**src/rtl/bit_frame_rx_pkg.sv**
```systemverilog
// Shared types and frame constants for the bit_frame_rx serial receiver.
package bit_frame_rx_pkg;

    typedef enum logic [1:0] {
        IDLE,
        START,
        DATA,
        STOP
    } state_t;

    localparam logic START_BIT = 1'b0;
    localparam logic STOP_BIT  = 1'b1;

endpackage

```
**src/rtl/bit_frame_rx_sync.sv**
```systemverilog
// Two-flop synchronizer for the asynchronous serial line; resets to the idle (high) level.
module bit_sync (
    input  logic clk,
    input  logic rst,
    input  logic i_d,
    output logic o_q
);

    logic r_meta;
    logic r_sync;

    always_ff @(posedge clk or posedge rst) begin
        if (rst) begin
            r_meta <= 1'b1;
            r_sync <= 1'b1;
        end else begin
            r_meta <= i_d;
            r_sync <= r_meta;
        end
    end

    assign o_q = r_sync;

endmodule

```
**src/rtl/bit_frame_rx.sv**
```systemverilog
// Oversampling serial frame receiver (start, DATA_W bits LSB first, stop) with a
// one-word valid/ready output buffer, framing-error and overrun pulses.
module bit_frame_rx
    import bit_frame_rx_pkg::*;
#(
    parameter int CLKS_PER_BIT = 4,
    parameter int DATA_W       = 5
) (
    input  logic              clk,
    input  logic              rst,
    input  logic              serial_in,
    output logic [DATA_W-1:0] data,
    output logic              valid,
    input  logic              ready,
    output logic              frame_err,
    output logic              overrun
);

    localparam int CNT_W = $clog2(CLKS_PER_BIT + 1);
    localparam int BIT_W = $clog2(DATA_W + 1);
    localparam logic [CNT_W-1:0] CNT_LAST  = CNT_W'(CLKS_PER_BIT - 1);
    localparam logic [CNT_W-1:0] HALF_LAST = CNT_W'(CLKS_PER_BIT / 2 - 1);
    localparam logic [BIT_W-1:0] BIT_LAST  = BIT_W'(DATA_W - 1);

    state_t            r_state;
    logic [CNT_W-1:0]  r_cnt;
    logic [BIT_W-1:0]  r_bit;
    logic [DATA_W-1:0] r_shift;
    logic              r_line_d;
    logic              w_line;
    logic              w_accept;

    bit_sync u_sync (
        .clk (clk),
        .rst (rst),
        .i_d (serial_in),
        .o_q (w_line)
    );

    assign w_accept = valid & ready;

    always_ff @(posedge clk or posedge rst) begin
        if (rst) begin
            r_state   <= IDLE;
            r_cnt     <= '0;
            r_bit     <= '0;
            r_shift   <= '0;
            r_line_d  <= 1'b1;
            data      <= '0;
            valid     <= 1'b0;
            frame_err <= 1'b0;
            overrun   <= 1'b0;
        end else begin
            r_line_d  <= w_line;
            frame_err <= 1'b0;
            overrun   <= 1'b0;
            if (w_accept)
                valid <= 1'b0;

            case (r_state)
                IDLE: begin
                    // Only a true high-to-low transition starts a frame
                    if (r_line_d && !w_line) begin
                        r_state <= START;
                        r_cnt   <= '0;
                        r_bit   <= '0;
                    end
                end
                START: begin
                    if (r_cnt == HALF_LAST) begin
                        r_cnt   <= '0;
                        r_state <= (w_line == START_BIT) ? DATA : IDLE;
                    end else begin
                        r_cnt <= r_cnt + CNT_W'(1);
                    end
                end
                DATA: begin
                    if (r_cnt == CNT_LAST) begin
                        r_cnt   <= '0;
                        r_shift <= (r_shift >> 1) | (DATA_W'(w_line) << (DATA_W - 1));
                        r_bit   <= r_bit + BIT_W'(1);
                        if (r_bit == BIT_LAST)
                            r_state <= STOP;
                    end else begin
                        r_cnt <= r_cnt + CNT_W'(1);
                    end
                end
                STOP: begin
                    if (r_cnt == CNT_LAST) begin
                        r_cnt   <= '0;
                        r_state <= IDLE;
                        if (w_line == STOP_BIT) begin
                            // Buffer is free if empty or being drained this very cycle
                            if (!valid || ready) begin
                                data  <= r_shift;
                                valid <= 1'b1;
                            end else begin
                                overrun <= 1'b1;
                            end
                        end else begin
                            frame_err <= 1'b1;
                        end
                    end else begin
                        r_cnt <= r_cnt + CNT_W'(1);
                    end
                end
                default: r_state <= IDLE;
            endcase
        end
    end

endmodule

```
**config.mk**
```make
export PLATFORM = sky130hd
export DESIGN_NAME = bit_frame_rx
export DESIGN_NICKNAME = d
export VERILOG_FILES = /design/src/rtl/bit_frame_rx_pkg.sv /design/src/rtl/bit_frame_rx_sync.sv /design/src/rtl/bit_frame_rx.sv
export SDC_FILE = /design/constraint.sdc
export NUM_CORES = 1
export LEC_CHECK = 0
export BUFFER_PORTS_ARGS = -buffer_cell sky130_fd_sc_hd__buf_4
export CORE_ASPECT_RATIO = 0.7
export CORE_MARGIN = 3
export CORE_UTILIZATION = 55
export DETAILED_ROUTE_END_ITERATION = 12
export PLACE_DENSITY = 0.72
export SLEW_MARGIN = 20
export SYNTH_ARGS = -nofsm -noshare
export SYNTH_HDL_FRONTEND = slang
export SYNTH_SLANG_ARGS = --single-unit
```
**constraint.sdc**
```tcl
create_clock -name clk -period 2.05 [get_ports clk]
set_input_delay 0.1025 -clock clk [delete_from_list [all_inputs] [get_ports clk]]
set_output_delay 0.1025 -clock clk [all_outputs]
set_load 0.01 [all_outputs]
```
==> impl_metrics.json <==
{
  "crit_arrival_ns": 1.90,
  "dp.final_hpwl_um": 1420,
  "drt_wl_total_um": 1910,
  "grt_max_degree": 25,
  "dpl.cell_count": 132,
  "power.density_nw_per_um2": 999,
  "regToRegStartpoint": "r_cnt[0]",
  "pwr-share-seq": 0.537,
  "whs_endpoint": "overrun",
  "fin_total_pwr_mw": 1.27,
  "hp-start": "ready",
  "path_delay_family": "simple AND/OR/NAND/NOR gates",
  "cp-end-kind": "flip-flop",
  "switching_share": 0.341,
  "die_w_um": 60.0,
  "globalRoute.totalOverflow": 0,
  "worst_slack_ns": 0.357,
  "cts_root_buf": "clkbuf_4",
  "rrSetupSlack_ns": 0.36,
  "syn-num-nets": 111,
  "fin_cells": 138,
  "clock_tree.buffer_depth": 2,
  "ys_warn_count": 0,
  "netSwitchingPower_mw": 0.431,
  "setup-tns-final_ns": 0,
  "worst_pin_slew_ns": 0.400,
  "cts_setup_buffers": 0,
  "ys_ff_latch": 24,
  "drtPass1Iterations": 4,
  "areaGrowthSynthToFinish_pct": 13.0,
  "grt_pass1_vias": 700,
  "hold_buffers": 2,
  "critical_path.slowest_cell": "dfrtp_1",
  "nFillCells": 133,
  "crit_fanout": 5,
  "max_freq_mhz": 591,
  "reg2reg_to": "data[4]",
  "post-place-ws_ns": 0.375,
  "worstSetupPathType": "reg2reg",
  "post-route-min-period_ns": 1.69,
  "start_util": 0.644,
  "start_kind": "flip-flop",
  "fp.dieH_um": 43.8,
  "dieArea_um2": 2630,
  "min_delay_path_depth": 3,
  "ys_types": 28,
  "clock_power_share": 0.192,
  "crit_chain": "ha_1 > nand3_1 > and4bb_4 > mux2_2",
  "finalWeightedCongestion": 0.770,
  "post-route-util": 0.728,
  "maxSlewHeadroom": 0.734,
  "drv_cap": 0,
  "synth_area_um2": 1120,
  "drtIter0Drc": 15,
  "vias": 755,
  "finalHoldViolations": 0,
  "synth_seq_area_share": 0.538,
  "drc_errors": 0,
  "io_pins": 12,
  "clkTransAtPathRegs_ns": 0.13,
  "rsz0062_at_grt": "false",
  "numCtsBuffers": 3,
  "fin_nets": 128,
  "antenna_found_initial": 0,
  "grt_pass1_wl_um": 3280,
  "final_antenna_net_count": 0,
  "htreeDepth": 1,
  "worstRegToRegCells": 4,
  "status": "complete, no violations",
  "io_buffers": 11,
  "min-delay-path-class": "in2reg",
  "via_per_inst": 5.47,
  "avgSynthCellArea_um2": 11.1,
  "clock-sinks": 24,
  "p_comb_frac": 0.271,
  "setup_viol": 0,
  "critPathRequiredTime_ns": 2.26,
  "rows": 12,
  "p_leak_nw": 0.628,
  "wl_per_cell_um": 13.8,
  "drive_gt1_frac": 0.256,
  "cts_resized": 0,
  "maxSlewViolCount": 0,
  "n_antenna_cell": 0,
  "syn_inst": 101,
  "fin_crit_sh": 0.826,
  "cts_tree": "built",
  "cp.buffers_inverters": 0,
  "cpPeakStageDelay_ns": 0.45,
  "core_um2": 1740,
  "grt_usage": 0.168,
  "skew_ns": 0.00307,
  "p_int_mw": 0.836,
  "vdd_drop_max_uv": 760,
  "clk_latency_ns": 0.31
}
[Yosys cell counts]
cell        n  area [um2]
a21oi_1     3        15.0
a2bb2oi_1   1        8.76
a31oi_1     1        6.26
and4bb_4    2        32.5
buf_2       1        5.00
buf_6       2        22.5
clkbuf_8    1        13.8
dfrtp_1    21         526
dfstp_2     3        78.8
ha_1        6        75.1
inv_1       7        26.3
mux2_2      6        67.6
mux2i_1     2        20.0
nand2_1    17        63.8
nand2b_1    2        12.5
nand3_1     4        20.0
nand4bb_1   1        11.3
nor2_1      6        22.5
nor2b_1     1        6.26
nor3_1      2        10.0
o211ai_1    2        15.0
o21ai_0     4        20.0
o21ai_1     1        5.00
o22ai_1     1        6.26
o311ai_0    1        8.76
or3_1       1        6.26
or3b_1      1        8.76
or3b_2      1        8.76
[worst reg2reg max path: cells and delay by family (launching register included)]
kind,cells,cell delay [ns]
DFF,1,0.45
muxes,1,0.34
adders and majority gates,1,0.24
and+or+nand+nor,2,0.57
[state kept, by name, indices dropped and copies added (netlist names), named ones only]
signal and count:
r_cnt 3, data 5, u_sync.r_meta 1, r_shift 5, r_line_d 1, frame_err 1, valid 1, overrun 1
r_state 1, r_bit 3, u_sync.o_q 1
[power by group through the flow]
stage / logic, mW / clock network [mW] / registers, mW
finish: 0.343 / 0.244 / 0.680
floorplan: 0.348 / 0 / 0.629
global placement: 0.331 / 0 / 0.678
global route: 0.388 / 0.275 / 0.700
CTS: 0.347 / 0.251 / 0.676
detailed placement: 0.338 / 0 / 0.686
[layer usage]
metal	part of all wire	global-route usage	vias up	wire length [um]
met5	0	0	-	0
met4	0	0.0133	0	0
met3	0.061	0.0565	0	117
met2	0.45	0.261	19	853
met1	0.49	0.237	360	938
li1	-	-	376	-
[placed cells by master, fill, tap and decap left out, drive strengths merged]
cell,Yosys,routed
clkbuf,1,4
or3b,2,2
nand2b,2,2
ha,6,6
buf,3,14
o22ai,1,1
nand4bb,1,1
nand2,17,17
dlygate4sd3,0,2
nor2,6,6
mux2i,2,2
nor3,2,2
or3,1,1
o211ai,2,2
mux2,6,6
nor2b,1,1
a2bb2oi,1,1
o311ai,1,1
dfstp,3,3
o21ai,5,5
dfrtp,21,21
a21oi,3,3
inv,7,7
nand3,4,4
and4bb,2,2
a31oi,1,1
[per-stage QoR]
step	hold slack [ns]	area (um2)
6_report	0.0690	1270
5_1_grt	0.0525	1270
4_1_cts	0.0690	1270
3_5_place_dp	0.170	1210
3_3_place_gp	0.164	1210
2_1_floorplan	0.107	1120
[logic make-up (layout without fill, tap and decap cells)]
group / count (synthesis) / count (layout) / share of synthesized area
mux: 8 / 8 / 0.0780
flops: 24 / 24 / 0.538
fa+ha+maj: 6 / 6 / 0.0669
compound gates: 14 / 14 / 0.0758
simple gates: 38 / 38 / 0.181
buf+inv: 11 / 27 / 0.0602
[worst max-delay path by stage]
stage	start	end	slack, ns	depth (start not counted)
global route	r_cnt[0]	data[1]	0.25	4
global placement	r_cnt[0]	data[0]	0.43	4
CTS	r_cnt[0]	data[4]	0.36	4
detailed placement	r_cnt[0]	data[4]	0.37	4
finish	r_cnt[0]	data[4]	0.36	4
floorplan	r_cnt[0]	data[0]	0.51	4
[final cells by class]
type / instances / area, um2 / area share
multi-input cells: 66 / 450 / 0.355
flip-flops and latches: 24 / 604 / 0.476
well taps: 21 / 26.3 / 0.0207
inverters: 7 / 26.3 / 0.0207
clock buffers: 4 / 36.3 / 0.0286
repair buffers: 16 / 125 / 0.0986
Power figures use the tool's default switching activity.
